==> src/rtl/serial_pkg.sv <==
// Shared constants for the serial port MMIO window: register offsets,
// STATUS bit positions and the transmit request state encoding.
package serial_pkg;

    localparam logic [3:0] SER_DATA_OFS = 4'h8;
    localparam logic [3:0] SER_STAT_OFS = 4'hC;

    localparam int STAT_TX_READY = 0;
    localparam int STAT_RX_VALID = 1;
    localparam int STAT_OVERRUN  = 2;

    typedef enum logic [1:0] {
        TX_IDLE  = 2'd0,
        TX_START = 2'd1,
        TX_BUSY  = 2'd2
    } tx_state_e;

    // STATUS word: zero-extended {overrun, rx_valid, tx_ready}
    function automatic logic [31:0] pack_status(input logic overrun,
                                                input logic rx_valid,
                                                input logic tx_ready);
        logic [31:0] word;
        word                = '0;
        word[STAT_OVERRUN]  = overrun;
        word[STAT_RX_VALID] = rx_valid;
        word[STAT_TX_READY] = tx_ready;
        return word;
    endfunction

endpackage

==> src/rtl/serial_rx_fifo.sv <==
// Receive byte FIFO. Pointers carry one extra wrap bit so full and empty
// are distinguishable without a separate count. A push into a full FIFO
// is accepted only when a pop happens in the same cycle.
module serial_rx_fifo #(
    parameter int DEPTH = 16
) (
    input  logic       clk,
    input  logic       rst,
    input  logic       push,
    input  logic [7:0] push_data,
    input  logic       pop,
    output logic [7:0] head,
    output logic       empty,
    output logic       full
);

    localparam int AW = $clog2(DEPTH);

    logic [7:0]  mem [DEPTH];
    logic [AW:0] wr_ptr;
    logic [AW:0] rd_ptr;
    logic        push_ok;
    logic        pop_ok;

    assign empty   = (wr_ptr == rd_ptr);
    assign full    = (wr_ptr[AW] != rd_ptr[AW]) && (wr_ptr[AW-1:0] == rd_ptr[AW-1:0]);
    assign pop_ok  = pop && !empty;
    assign push_ok = push && (!full || pop_ok);
    assign head    = mem[rd_ptr[AW-1:0]];

    // Pointer advance; reset discards any queued bytes
    always_ff @(posedge clk) begin
        if (rst) begin
            wr_ptr <= '0;
            rd_ptr <= '0;
        end else begin
            if (push_ok) wr_ptr <= wr_ptr + 1'b1;
            if (pop_ok)  rd_ptr <= rd_ptr + 1'b1;
        end
    end

    // Storage write; contents are don't-care until a pointer covers them
    always_ff @(posedge clk) begin
        if (push_ok) mem[wr_ptr[AW-1:0]] <= push_data;
    end

endmodule

==> src/rtl/serial_mmio_responder.sv <==
// CPU-bus responder for the serial window (DATA at 0x8, STATUS at 0xC).
// Decodes access starts so a held chip-select never repeats a side effect,
// buffers received bytes, and holds the transmit start request until the
// transmitter acknowledges with busy or the hold timer expires.
// Build option: define SERIAL_IRQ_EN to register irq_o = rx_valid | overrun;
// without it irq_o is tied low.
//
// TX request FSM
//   state    | meaning
//   TX_IDLE  | no request outstanding; a DATA write may be accepted
//   TX_START | tx_start_o asserted, waiting for tx_busy_i or hold expiry
//   TX_BUSY  | request released, waiting for the transmitter to finish
module serial_mmio_responder
    import serial_pkg::*;
#(
    parameter int RX_DEPTH   = 16,
    parameter int START_HOLD = 4
) (
    input  logic        clk,
    input  logic        rst,
    input  logic        ce_i,
    input  logic        we_i,
    input  logic [3:0]  addr_i,
    input  logic [7:0]  data_i,
    output logic [31:0] data_o,
    input  logic [7:0]  rx_data_i,
    input  logic        rx_ready_i,
    input  logic        tx_busy_i,
    output logic [7:0]  tx_data_o,
    output logic        tx_start_o,
    output logic        irq_o
);

    localparam int HOLD_W = (START_HOLD > 1) ? $clog2(START_HOLD) : 1;
    localparam logic [HOLD_W-1:0] HOLD_LOAD = HOLD_W'(START_HOLD - 1);

    logic        prev_ce;
    logic        prev_we;
    logic [3:0]  prev_addr;
    logic        access_start;
    logic        rd_data_acc;
    logic        rd_stat_acc;
    logic        wr_data_acc;

    logic [7:0]  fifo_head;
    logic        fifo_empty;
    logic        fifo_full;
    logic        fifo_pop;
    logic        overflow;
    logic        overrun;
    logic        rx_valid;
    logic        tx_ready;
    logic        wr_accept;
    logic [31:0] read_mux;

    tx_state_e         state;
    tx_state_e         next_state;
    logic [HOLD_W-1:0] hold_cnt;
    logic              hold_load;
    logic              hold_dec;

    // An access starts on a rising chip-select or when the held access changes target/direction
    assign access_start = ce_i && (!prev_ce || (addr_i != prev_addr) || (we_i != prev_we));
    assign rd_data_acc  = access_start && !we_i && (addr_i == SER_DATA_OFS);
    assign rd_stat_acc  = access_start && !we_i && (addr_i == SER_STAT_OFS);
    assign wr_data_acc  = access_start &&  we_i && (addr_i == SER_DATA_OFS);

    assign rx_valid  = !fifo_empty;
    assign fifo_pop  = rd_data_acc && rx_valid;
    assign overflow  = rx_ready_i && fifo_full && !fifo_pop;
    assign tx_ready  = (state == TX_IDLE) && !tx_busy_i;
    assign wr_accept = wr_data_acc && tx_ready;

    // Remember last cycle's bus request to detect access starts
    always_ff @(posedge clk) begin
        if (rst) begin
            prev_ce   <= 1'b0;
            prev_we   <= 1'b0;
            prev_addr <= '0;
        end else begin
            prev_ce   <= ce_i;
            prev_we   <= we_i;
            prev_addr <= addr_i;
        end
    end

    serial_rx_fifo #(
        .DEPTH (RX_DEPTH)
    ) u_rx_fifo (
        .clk       (clk),
        .rst       (rst),
        .push      (rx_ready_i),
        .push_data (rx_data_i),
        .pop       (fifo_pop),
        .head      (fifo_head),
        .empty     (fifo_empty),
        .full      (fifo_full)
    );

    // Sticky overrun; a drop in the same cycle as a STATUS read keeps it set
    always_ff @(posedge clk) begin
        if (rst)              overrun <= 1'b0;
        else if (overflow)    overrun <= 1'b1;
        else if (rd_stat_acc) overrun <= 1'b0;
    end

    // Read data selection; empty DATA reads and unmapped offsets return zero
    always_comb begin
        read_mux = '0;
        case (addr_i)
            SER_DATA_OFS: read_mux = rx_valid ? {24'b0, fifo_head} : 32'b0;
            SER_STAT_OFS: read_mux = pack_status(overrun, rx_valid, tx_ready);
            default:      read_mux = '0;
        endcase
    end

    // Read data captured at access start and held until the next read starts
    always_ff @(posedge clk) begin
        if (rst)                        data_o <= '0;
        else if (access_start && !we_i) data_o <= read_mux;
    end

    // TX FSM next state and hold-timer controls
    always_comb begin
        next_state = state;
        hold_load  = 1'b0;
        hold_dec   = 1'b0;
        case (state)
            TX_IDLE: begin
                if (wr_accept) begin
                    next_state = TX_START;
                    hold_load  = 1'b1;
                end
            end
            TX_START: begin
                if (tx_busy_i || (hold_cnt == '0)) next_state = TX_BUSY;
                else                               hold_dec   = 1'b1;
            end
            TX_BUSY: begin
                if (!tx_busy_i) next_state = TX_IDLE;
            end
            default: next_state = TX_IDLE;
        endcase
    end

    // TX FSM state, hold down-counter and registered request outputs
    always_ff @(posedge clk) begin
        if (rst) begin
            state      <= TX_IDLE;
            hold_cnt   <= '0;
            tx_start_o <= 1'b0;
            tx_data_o  <= '0;
        end else begin
            state      <= next_state;
            tx_start_o <= (next_state == TX_START);
            if (hold_load)     hold_cnt <= HOLD_LOAD;
            else if (hold_dec) hold_cnt <= hold_cnt - 1'b1;
            if (wr_accept)     tx_data_o <= data_i;
        end
    end

`ifdef SERIAL_IRQ_EN
    // Interrupt follows pending data or overrun with one cycle of lag
    always_ff @(posedge clk) begin
        if (rst) irq_o <= 1'b0;
        else     irq_o <= rx_valid || overrun;
    end
`else
    assign irq_o = 1'b0;
`endif

endmodule

==> config.mk <==
export PLATFORM = sky130hd
export DESIGN_NAME = serial_mmio_responder
export DESIGN_NICKNAME = d
export VERILOG_FILES = /design/src/rtl/serial_pkg.sv /design/src/rtl/serial_rx_fifo.sv /design/src/rtl/serial_mmio_responder.sv
export SDC_FILE = /design/constraint.sdc
export NUM_CORES = 1
export LEC_CHECK = 0
export CORE_AREA = 8 8 130 132
export CTS_BUF_LIST = sky130_fd_sc_hd__clkbuf_16
export CTS_CLUSTER_DIAMETER = 200
export DETAILED_ROUTE_END_ITERATION = 10
export DIE_AREA = 0 0 138 140
export PLACE_DENSITY = 0.75
export SYNTH_ARGS = -nofsm -noshare
export SYNTH_HDL_FRONTEND = slang
export SYNTH_HIERARCHICAL = 1
export SYNTH_SLANG_ARGS = --single-unit
==> constraint.sdc <==
create_clock -name clk -period 3.9 [get_ports clk]
set_input_delay 0.78 -clock clk [delete_from_list [all_inputs] [get_ports clk]]
set_output_delay 0.78 -clock clk [all_outputs]
set_load 0.1 [all_outputs]
# After elaboration in Yosys (flattened, before gate mapping)
# Memory sizes are Yosys's and may differ from the RTL's. A register that Yosys moved wholly into a read port is not among the register bits.
# Cells that the tools add are included.
# totals
reg_bits	62
ramBits	128
inputBits	26
word_cells	71
n_memories	1
# classes
n_addsub	3
n_eq_ne	10
muxes	18
n_reduce_logical	28
# mem_list
memory	depth	word_bits	read_ports	rd_ports_with_merged_regs	write_ports	line_no	rtl
u_rx_fifo.mem	16	8	1	1	1	serial_rx_fifo.sv:19	logic [7:0] mem [DEPTH];
# op_table
operator	n
$pmux 8 s2	1
$logic_and 1x1->1	14
$add 5x1->5 const B	2
$mux 2	5
$eq 4x4->1 const B	2
$mux 1	8
$mux 4	2
$mux 8	1
$logic_not 1->1	6
$pmux 2 s3	1
$eq 5x5->1	1
$eq 2x1->1 const B	2
$eq 4x4->1	1
$logic_not 2->1	2
$logic_or 1x1->1	4
$ne 4x4->1	1
$reduce_bool 2->1	2
$eq 2x2->1 const B	1
$ne 1x1->1	2
$sub 2x1->2 const B	1

# Depth between registers and ports, before layout
# Gate-level depths: netlist (run 1).
# depth
ltp_word	12
mapped_depth	9

# By module
# Netlist (run 1), hierarchy kept.
# modules_own_cells
mod	n_inst	cells_per_inst	area_per_inst_um2	seq_area_each_um2
serial_rx_fifo	1	263	5711.7	4124.0
serial_mmio_responder	1	159	1511.4	560.5

# Worst setup path before layout (run 1)
# No wires, ideal clock.
# synth_timing
kind	input to register
startpoint	input addr_i[0]
endpoint	memory u_rx_fifo.mem[3][0] (enable)
setup_time_ns	0.383
t_arrival_ns	2.961
required_time_ns	3.517
setup_slack_ns	0.555
stages	7
n_path_buf	1
cell_sequence	xnor2_1 -> and4_1 -> a21o_1 -> buf_2 -> nor4_1 -> o31ai_2 -> nor3_1
# synth_between
elab_chain_len	12
word_cells_on_any_way	13
cone_classes	2 x eq/ne; 2 x mux; 9 x reduce/logical
# synth_lines
element	line_no	rtl
from (decl)	serial_mmio_responder.sv:23	input logic [3:0] addr_i,
$ne 4x4->1	serial_mmio_responder.sv:63	assign access_start = ce_i && (!prev_ce || (addr_i != prev_addr) || (we_i != prev_we));
$logic_or 1x1->1 (2 in series)	serial_mmio_responder.sv:63	
$logic_and 1x1->1	serial_mmio_responder.sv:63	
$logic_and 1x1->1	serial_mmio_responder.sv:64	assign rd_data_acc = access_start && !we_i && (addr_i == SER_DATA_OFS);
$logic_and 1x1->1 *	serial_mmio_responder.sv:64	
$logic_and 1x1->1 *	serial_mmio_responder.sv:69	assign fifo_pop = rd_data_acc && rx_valid;
net fifo_pop	serial_mmio_responder.sv:48	logic fifo_pop;
$logic_and 1x1->1 *	serial_rx_fifo.sv:27	assign pop_ok = pop && !empty;
$logic_or 1x1->1 *	serial_rx_fifo.sv:28	assign push_ok = push && (!full || pop_ok);
$logic_and 1x1->1 *	serial_rx_fifo.sv:28	
$mux 1 *	serial_rx_fifo.sv:44	if (push_ok) mem[wr_ptr[AW-1:0]] <= push_data;
$mux 1 (implied by the code) *	serial_rx_fifo.sv:44	
to (decl)	serial_rx_fifo.sv:19	
# Mark *: on every way through the listed nets, which the timed path passes. The rest lies on a longest branch.

# Worst setup path in the final report (run 1)
# layout_timing
startpoint	input we_i
endpoint	memory u_rx_fifo.mem[3][4] (enable)
# layout_between
elab_chain_len	11
word_cells_on_any_way	12
cone_classes	1 x eq/ne; 2 x mux; 9 x reduce/logical
# layout_lines
element	line_no	rtl
from (decl)	serial_mmio_responder.sv:22	input logic we_i,
$ne 1x1->1	serial_mmio_responder.sv:63	
$logic_or 1x1->1	serial_mmio_responder.sv:63	
$logic_and 1x1->1	serial_mmio_responder.sv:63	
$logic_and 1x1->1 * (2 in series)	serial_mmio_responder.sv:64	
$logic_and 1x1->1 *	serial_mmio_responder.sv:69	
net fifo_pop	serial_mmio_responder.sv:48	
$logic_and 1x1->1 *	serial_rx_fifo.sv:27	
$logic_or 1x1->1 *	serial_rx_fifo.sv:28	
$logic_and 1x1->1 *	serial_rx_fifo.sv:28	
$mux 1 *	serial_rx_fifo.sv:44	
$mux 1 (implied by the code) *	serial_rx_fifo.sv:44	
# Marked as above.

==> results of run 1 <==
==> worst max-delay path: stages <==
cell	delay (ps)
clkdlybuf4s50_1	470
xnor2_1	150
and4_1	250
a21o_1	210
nor4_1	300
buf_4	210
o31ai_2	110
nor3_1	910
==> cell usage after synthesis, types with 2 or more instances <==
cell type	count	area, sq um
o21ba_1	2	20.02
a21oi_1	3	15.01
mux2i_1	16	160.2
xnor2_2	2	32.53
nand3b_1	2	15.01
mux2_1	2	22.52
mux4_1	24	630.6
buf_6	3	33.78
o211ai_1	3	22.52
and2_1	2	12.51
nor3_1	3	15.01
mux4_2	16	360.4
buf_8	2	30.03
buf_4	25	187.7
inv_1	4	15.01
edfxtp_1	128	3844
buf_2	3	15.01
nor2b_1	12	75.07
and3_1	14	87.58
a22oi_1	2	15.01
xor2_1	9	78.83
ha_1	6	75.07
nor2_1	18	67.56
clkbuf_1	8	30.03
nand3_1	2	10.01
dfxtp_1	42	840.8
nand2_1	8	30.03
buf_1	3	11.26
nand2b_1	24	150.1
o21a_1	2	15.01
xnor2_1	9	78.83
==> path summary, 6_finish.rpt <==
check	start	end	slack [ps]	cells past startpoint
worst max register to register	u_rx_fifo/wr_ptr[2]	u_rx_fifo/mem[3][4]	880	7
worst max-delay path	we_i	u_rx_fifo/mem[3][4]	550	8
worst min register to register	data_o[6]	data_o[6]	470	2
worst min-delay path	data_o[6]	data_o[6]	470	2
==> sequential cells by signal, summed over array words and instances (netlist names), 2 cells and up, named ones only <==
name / cells
data_o: 8
u_rx_fifo/mem: 128
tx_data_o: 8
u_rx_fifo/rd_ptr: 5
u_rx_fifo/wr_ptr: 5
prev_addr: 4
state: 2
hold_cnt: 2
==> per-layer routing <==
metal | up-vias | share of wire, % | track usage, %
met1 | 1860 | 40 | 17.35
met2 | 165 | 49 | 23.59
met5 | - | 0 | 0
li1 | 1687 | - | -
met3 | 22 | 8.9 | 6.085
met4 | 0 | 2.4 | 7.323
==> cell families (layout without fill, tap and decap cells) <==
| logic type | count (synthesis) | in the layout | share of synthesized area, % |
|---|---|---|---|
| AOI/OAI and AO/OA | 22 | 22 | 2.650 |
| xor gates and xnor gates | 20 | 20 | 2.633 |
| other | 1 | 25 | 0.05192 |
| adders and majority gates | 6 | 6 | 1.039 |
| DFF | 170 | 170 | 64.85 |
| muxes | 58 | 58 | 16.25 |
| buffers and inverters | 50 | 89 | 4.815 |
| and+or+nand+nor | 95 | 95 | 7.708 |
==> power breakdown <==
| group | internal [W] | total [W] | switching, W |
|---|---|---|---|
| registers | 0.00197 | 0.00198 | 0.00000999 |
| clock network | 0.00102 | 0.00173 | 0.000707 |
| logic | 0.0000672 | 0.000264 | 0.000197 |
==> area by class of cell <==
type                       instances  area share (%)
multi-input combinational        226           27.38
inverter                           4          0.1802
timing repair buffer              53           6.038
clock inverter                    15           2.238
tap                              188           2.824
clock buffer                      17           5.107
sequential                       170           56.23
==> stage by stage <==
| stage | util, % | worst slack [ps] |
|---|---|---|
| global placement | 51.93 | 155.4 |
| detailed placement | 51.93 | 133.3 |
| floorplan | - | 555.4 |
| CTS | 56.04 | 570.3 |
| global route | 56.04 | 362.7 |
| finish | 56.04 | 553.2 |
==> results.sh, run 1 <==
export IMPL_hold_buffers=0
export IMPL_cts_tree="yes"
export IMPL_fin_hold_ws_ps=474.0
export IMPL_dpl_cell_area_sq_um=7719
export IMPL_critPathKind="in -> reg"
export IMPL_setup_violations_final=0
export IMPL_drive_gt1_share_pct=13.40
export IMPL_cp_data_required_time_ps=3950
export IMPL_final_cell_mix="edfxtp_1 (128), dfxtp_1 (42), clkdlybuf4s50_1 (42), conb_1 (25)"
export IMPL_tightest_slew_ps=1171
export IMPL_drv_cap=0
export IMPL_first_global_vias=3797
export IMPL_io_pins=68
export IMPL_syn_area_per_cell_sq_um=17.12
export IMPL_die_w_microns=138
export IMPL_track_usage_pct=14.92
export IMPL_start_util_pct=48.59
export IMPL_drt_pass1_iter_count=5
export IMPL_htree_levels=4
export IMPL_post_cts_buffers=0
export IMPL_die_h_microns=140
export IMPL_syn_inst=422
export IMPL_routed_wl_microns=13950
export IMPL_critPathMaxFanout=8
export IMPL_cp_arrival_ps=3390
export IMPL_rows=45
export IMPL_synth_cell_types=54
export IMPL_route_detailed_vias_per_inst=5.548
export IMPL_postRouteAntennaNets=0
export IMPL_num_nets_final=504
export IMPL_fin_cells=673
export IMPL_hold_violations=0
export IMPL_p_leak_nw=2.853
export IMPL_final_common_cell="edfxtp_1"
export IMPL_syn_area_sq_um=7223
export IMPL_synth_edf_count=128
export IMPL_antenna_found_initial=0
export IMPL_regArea_sq_um=4684
export IMPL_status="finished clean"
export IMPL_grt_pass1_wl_microns=21690
export IMPL_clock_sinks=170
export IMPL_tns_ps=0
export IMPL_p_total_w=0.003969
export IMPL_fillerInstances=1117
export IMPL_portBuffers=42
export IMPL_clk_latency_ps=430
export IMPL_placed_cells=641
export IMPL_n_antenna_cell=0
export IMPL_die_area_sq_um=19320
export IMPL_finalCriticalPeriod_ps=3347
export IMPL_end_kind="flop"
export IMPL_relSlewSlack_pct=21.37
export IMPL_gp_congestion=0.7678
export IMPL_fmaxAchievable_mhz=298.8
export IMPL_fin_skew_ps=11.53
export IMPL_synth_seq_area_share_pct=64.85
export IMPL_area_growth_pct=15.33
export IMPL_path_clk_slew_ps=70
export IMPL_drv_slew=0
export IMPL_power_density_nw_per_um2=476.5
export IMPL_drtIter0Drc=253
export IMPL_synth_ff_type="edfxtp_1"
export IMPL_stdcell_area_sq_um=8330
export IMPL_hp_class="reg -> reg"
export IMPL_irDropWorstVdd_mv=0.2971
export IMPL_dp_hpwl_microns=9381
export IMPL_wl_per_cell_microns=20.73
export IMPL_async_flop_share_pct=0
export IMPL_cts_resized_gates=0
export IMPL_ys_ff_latch=170
export IMPL_drc_errors=0
export IMPL_overflow=0
export IMPL_start_kind="input pin"
export IMPL_core_sq_um=14860
export IMPL_clock_path_buffers=2
export IMPL_rsz0062_at_grt="false"
export IMPL_yosys_warnings=6
export IMPL_multi_input_area_sq_um=2281
export IMPL_vias=3734
export IMPL_grt_max_degree=33
export IMPL_finalCritPeriodShare_pct=85.82
export IMPL_cts_root_buf="clkbuf_16"
export IMPL_numCtsBuffers=17
Note: power is estimated with default switching activity, not from simulation.
==> run 2: changes to the inputs <==
--- a/config.mk
+++ b/config.mk
@@ -5,11 +5,11 @@
 export SDC_FILE = /design/constraint.sdc
 export NUM_CORES = 1
 export LEC_CHECK = 0
-export CORE_AREA = 8 8 130 132
+export CORE_AREA = 8 8 124 138
 export CTS_BUF_LIST = sky130_fd_sc_hd__clkbuf_16
 export CTS_CLUSTER_DIAMETER = 200
 export DETAILED_ROUTE_END_ITERATION = 10
-export DIE_AREA = 0 0 138 140
+export DIE_AREA = 0 0 132 146
 export PLACE_DENSITY = 0.75
 export SYNTH_ARGS = -nofsm -noshare
 export SYNTH_HDL_FRONTEND = slang
==> run 2 against run 1 <==
Worst setup slack lost 84 ps. Non-clock buffer count is the same. First-iteration DRC count grew 26%. Design area grew 0.45%. Count of clock-buffer cells in the layout is the same. Sequential cell count is the same. Critical path type unchanged. Final cell count grew 1.2%.
==> results.sh, run 2 (synthesis results as in run 1) <==
export IMPL_hp_class="reg -> reg"
export IMPL_start_util_pct=48.94
export IMPL_drc_errors=0
export IMPL_numCtsBuffers=17
export IMPL_final_cell_mix="edfxtp_1 (128), clkdlybuf4s50_1 (42), dfxtp_1 (41), conb_1 (25)"
export IMPL_rsz0062_at_grt="false"
export IMPL_route_detailed_vias_per_inst=5.549
export IMPL_track_usage_pct=15.88
export IMPL_gp_congestion=0.7882
export IMPL_fmaxAchievable_mhz=291.5
export IMPL_path_clk_slew_ps=70
export IMPL_irDropWorstVdd_mv=0.3453
export IMPL_antenna_found_initial=0
export IMPL_finalCritPeriodShare_pct=87.97
export IMPL_final_common_cell="edfxtp_1"
export IMPL_hold_buffers=0
export IMPL_end_kind="flop"
export IMPL_crit_path_cell_trace="clkdlybuf4s50_1 -> xnor2_1 -> and4_1 -> a21o_1 -> nor4_1 -> buf_4 -> o31ai_2 -> nor3_1"
export IMPL_max_stage_delay_ps=990
export IMPL_dp_hpwl_microns=9760
export IMPL_drv_slew=0
export IMPL_die_w_microns=132
export IMPL_cts_root_buf="clkbuf_16"
export IMPL_tightest_slew_ps=1298
export IMPL_reg2regPathDepth=7
export IMPL_postRouteAntennaNets=0
export IMPL_die_area_sq_um=19270
export IMPL_fin_skew_ps=9.367
export IMPL_n_antenna_cell=0
export IMPL_area_growth_pct=15.85
export IMPL_largest_reg_flops=128
export IMPL_die_h_microns=146
export IMPL_finalCriticalPeriod_ps=3431
export IMPL_tns_ps=0
export IMPL_post_cts_buffers=0
export IMPL_grt_max_degree=31
export IMPL_hold_violations=0
export IMPL_dpl_cell_area_sq_um=7730
export IMPL_cts_tree="yes"
export IMPL_drive_gt1_share_pct=14.02
export IMPL_portBuffers=42
export IMPL_num_nets_final=504
export IMPL_clock_path_buffers=2
export IMPL_cp_data_required_time_ps=3940
export IMPL_io_pins=68
export IMPL_power_density_nw_per_um2=482.6
export IMPL_status="finished clean"
export IMPL_fin_hold_ws_ps=476.7
export IMPL_htree_levels=4
export IMPL_overflow=0
export IMPL_rows=47
export IMPL_wl_per_cell_microns=21.58
export IMPL_critPathMaxFanout=8
export IMPL_clock_sinks=170
export IMPL_first_global_vias=3917
export IMPL_clk_latency_ps=430
export IMPL_setup_violations_final=0
export IMPL_start_kind="input pin"
export IMPL_p_leak_nw=2.861
export IMPL_cp_arrival_ps=3470
export IMPL_vias=3779
export IMPL_drtIter0Drc=318
export IMPL_min_path_cells=2
export IMPL_stdcell_area_sq_um=8368
export IMPL_drt_pass1_iter_count=5
export IMPL_grt_pass1_wl_microns=22910
export IMPL_drv_cap=0
export IMPL_critPathKind="in -> reg"
export IMPL_relSlewSlack_pct=12.81
export IMPL_cts_resized_gates=0
export IMPL_routed_wl_microns=14690
export IMPL_cp_slowest_cell="nor3_1"
export IMPL_core_sq_um=14760
==> run 2: changes by cell type in the layout (fill, tap and decap cells not counted), sizes merged <==
cell,before,now
bufinv,3,4
inv,12,9
clkinv,2,4
==> run 2: routing by layer <==
metal	routed length [microns]	track usage (%)	vias to the layer above	share of wire, %
met3	1055	5.180	22	7.2
li1	-	-	1687	-
met2	7303	26.26	159	50
met4	292	6.613	0	2.0
met1	6043	18.65	1911	41
met5	0	0	-	0
==> run 2: area by class of cell <==
type,instances,area (sq um)
clock buffers,17,425.4
well taps,196,245.2
fillers,1093,6392
repair buffers,53,503.0
inverters,4,15.01
flip-flops and latches,170,4686
clock inverters,15,212.7
multi-input cells,226,2281
==> run 2: worst max-delay path, delay by kind of cell <==
kind,cells,cell delay [ps]
buf+inv,2,680
compound gates,2,300
simple gates,3,1550
xor+xnor,1,150
==> run 2: final timing paths <==
path                            start                  end  slack [ps]
setup / recovery                 we_i  u_rx_fifo/mem[3][4]         470
hold / removal           tx_data_o[3]         tx_data_o[3]         480
setup reg to reg  u_rx_fifo/wr_ptr[3]  u_rx_fifo/mem[3][4]         850
hold reg to reg          tx_data_o[3]         tx_data_o[3]         480
==> run 2: per-stage QoR <==
stage                     cells  total power [W]  setup slack (ps)  util (%)
after global routing        681         0.004156             364.7     56.69
after detailed placement    649         0.002281             114.0     52.37
after floorplan             446         0.002219             555.4         -
final                       681         0.004039             469.4     56.69
after CTS                   681         0.004075             509.3     56.69
after global placement      649         0.002276             96.90     52.37
==> run 2: power breakdown <==
part           internal [W]  switching [W]
logic             0.0000672       0.000199
registers           0.00197      0.0000110
clock network       0.00108       0.000710
==> run 3: changes to the inputs <==
--- a/config.mk
+++ b/config.mk
@@ -5,12 +5,12 @@
 export SDC_FILE = /design/constraint.sdc
 export NUM_CORES = 1
 export LEC_CHECK = 0
-export CORE_AREA = 8 8 124 138
+export CORE_AREA = 8 8 117 130
 export CTS_BUF_LIST = sky130_fd_sc_hd__clkbuf_16
-export CTS_CLUSTER_DIAMETER = 200
+export CTS_CLUSTER_DIAMETER = 40
 export DETAILED_ROUTE_END_ITERATION = 10
-export DIE_AREA = 0 0 132 146
-export PLACE_DENSITY = 0.75
+export DIE_AREA = 0 0 125 138
+export PLACE_DENSITY = 0.83
 export SYNTH_ARGS = -nofsm -noshare
 export SYNTH_HDL_FRONTEND = slang
 export SYNTH_HIERARCHICAL = 1
==> run 3 against run 2 <==
Total power down 5.6%. Utilization is 6.7 points higher. Sequential cell count unchanged. Final cell count fell by 5.3%. Clock power is 12% lower. Hold slack got worse by 7.4 ps. Clock skew shrank 3.2 ps. Count of clock-buffer cells in the layout stayed put. Register-to-register slack improved by 230 ps. Critical path type unchanged. Critical endpoint is now u_rx_fifo/mem[2][4].
==> results.sh, run 3 (synthesis results as in run 1) <==
export IMPL_status="finished clean"
export IMPL_track_usage_pct=17.63
export IMPL_setup_violations_final=0
export IMPL_p_leak_nw=2.825
export IMPL_cp_arrival_ps=3210
export IMPL_htree_levels=4
export IMPL_tns_ps=0
export IMPL_portBuffers=42
export IMPL_drv_slew=0
export IMPL_overflow=0
export IMPL_clock_path_buffers=2
export IMPL_cts_tree="yes"
export IMPL_finalCritPeriodShare_pct=80.52
export IMPL_die_area_sq_um=17250
export IMPL_final_common_cell="edfxtp_1"
export IMPL_drtIter0Drc=301
export IMPL_regArea_sq_um=4686
export IMPL_gp_congestion=0.7921
export IMPL_hold_violations=0
export IMPL_die_w_microns=125
export IMPL_wl_per_cell_microns=23.01
export IMPL_grt_pass1_wl_microns=22460
export IMPL_clock_power_share_pct=41.1
export IMPL_start_util_pct=55.60
export IMPL_rows=44
export IMPL_start_kind="input pin"
export IMPL_end_kind="flop"
export IMPL_fillerInstances=900
export IMPL_p_total_w=0.003814
export IMPL_reg2regPathDepth=7
export IMPL_p_int_w=0.002915
export IMPL_numCtsBuffers=17
export IMPL_multi_input_area_sq_um=2281
export IMPL_tightest_slew_ps=988.7
export IMPL_hold_buffers=0
export IMPL_seqPwrFrac_pct=51.9
export IMPL_drv_cap=0
export IMPL_power_density_nw_per_um2=463.4
export IMPL_final_cell_mix="edfxtp_1 (128), clkdlybuf4s50_1 (42), dfxtp_1 (41), conb_1 (25)"
export IMPL_post_cts_buffers=0
export IMPL_postRouteAntennaNets=0
export IMPL_io_pins=68
export IMPL_first_global_vias=3858
export IMPL_critPathKind="in -> reg"
export IMPL_largest_reg_flops=128
export IMPL_die_h_microns=138
export IMPL_drt_pass1_iter_count=5
export IMPL_area_growth_pct=13.96
export IMPL_antenna_found_initial=0
export IMPL_drc_errors=0
export IMPL_min_path_cells=2
export IMPL_cp_data_required_time_ps=3970
export IMPL_cts_resized_gates=0
export IMPL_irDropWorstVdd_mv=0.2928
export IMPL_n_antenna_cell=0
export IMPL_cts_root_buf="clkbuf_16"
export IMPL_dp_hpwl_microns=9582
export IMPL_vias=3800
export IMPL_num_nets_final=503
export IMPL_drive_gt1_share_pct=13.02
export IMPL_fmaxAchievable_mhz=318.5
export IMPL_switching_share_pct=23.59
export IMPL_hp_class="reg -> reg"
export IMPL_grt_max_degree=31
export IMPL_critPathMaxFanout=15
export IMPL_core_sq_um=12990
export IMPL_combPwrFrac_pct=7.0
export IMPL_fin_util_pct=63.36
export IMPL_routed_wl_microns=14840
export IMPL_fin_skew_ps=6.124
export IMPL_clock_sinks=170
export IMPL_finalCriticalPeriod_ps=3140
export IMPL_switchingPower_w=0.0008996
export IMPL_path_clk_slew_ps=60
export IMPL_rsz0062_at_grt="false"
export IMPL_route_detailed_vias_per_inst=5.891
export IMPL_relSlewSlack_pct=33.88
export IMPL_clk_latency_ps=420
## run 3: per-stage QoR
stage	setup slack (ps)	hold slack, ps	cells	instance area [sq um]
finish	759.9	469.3	645	8232
global route	642.4	498.7	645	8232
CTS	802.0	476.5	645	8232
detailed placement	433.1	467.8	613	7679
global placement	499.1	458.1	613	7679
floorplan	555.4	516.1	446	7313
## run 3: final cells by class
class,count,area share (%)
sequential,170,56.92
timing repair buffer,52,6.019
multi-input combinational,226,27.71
tap,161,2.447
inverter,4,0.1824
clock buffer,17,5.168
clock inverter,15,1.550
## run 3: final timing paths
kind	start	to	slack [ps]
min reg2reg	tx_data_o[6]	tx_data_o[6]	470
min	tx_data_o[6]	tx_data_o[6]	470
max	we_i	u_rx_fifo/mem[2][4]	760
max reg2reg	u_rx_fifo/wr_ptr[2]	u_rx_fifo/mem[7][1]	1080
## run 3: critical path, stage by stage
cell and delay, ps:
clkdlybuf4s50_1 470, xnor2_1 140, and4_1 260, a21o_1 210, nor4_1 260, buf_4 210, o31a_2 370, and3_1 500
## run 3: metal layers
| layer | vias up | wire, microns | global-route usage [%] |
|---|---|---|---|
| met5 | - | 0 | 0 |
| met4 | 0 | 290 | 7.831 |
| met3 | 25 | 1167 | 5.538 |
| met2 | 175 | 7521 | 29.32 |
| met1 | 1921 | 5862 | 20.61 |
| li1 | 1679 | - | - |
## run 3: power by group through the flow
stage          Clock (W)  Combinational, W  Sequential [W]
3_3_place_gp           0          0.000259         0.00202
6_report         0.00157          0.000266         0.00198
2_1_floorplan          0          0.000201         0.00202
3_5_place_dp           0          0.000263         0.00202
5_1_grt          0.00166          0.000279         0.00198
4_1_cts          0.00159          0.000266         0.00198
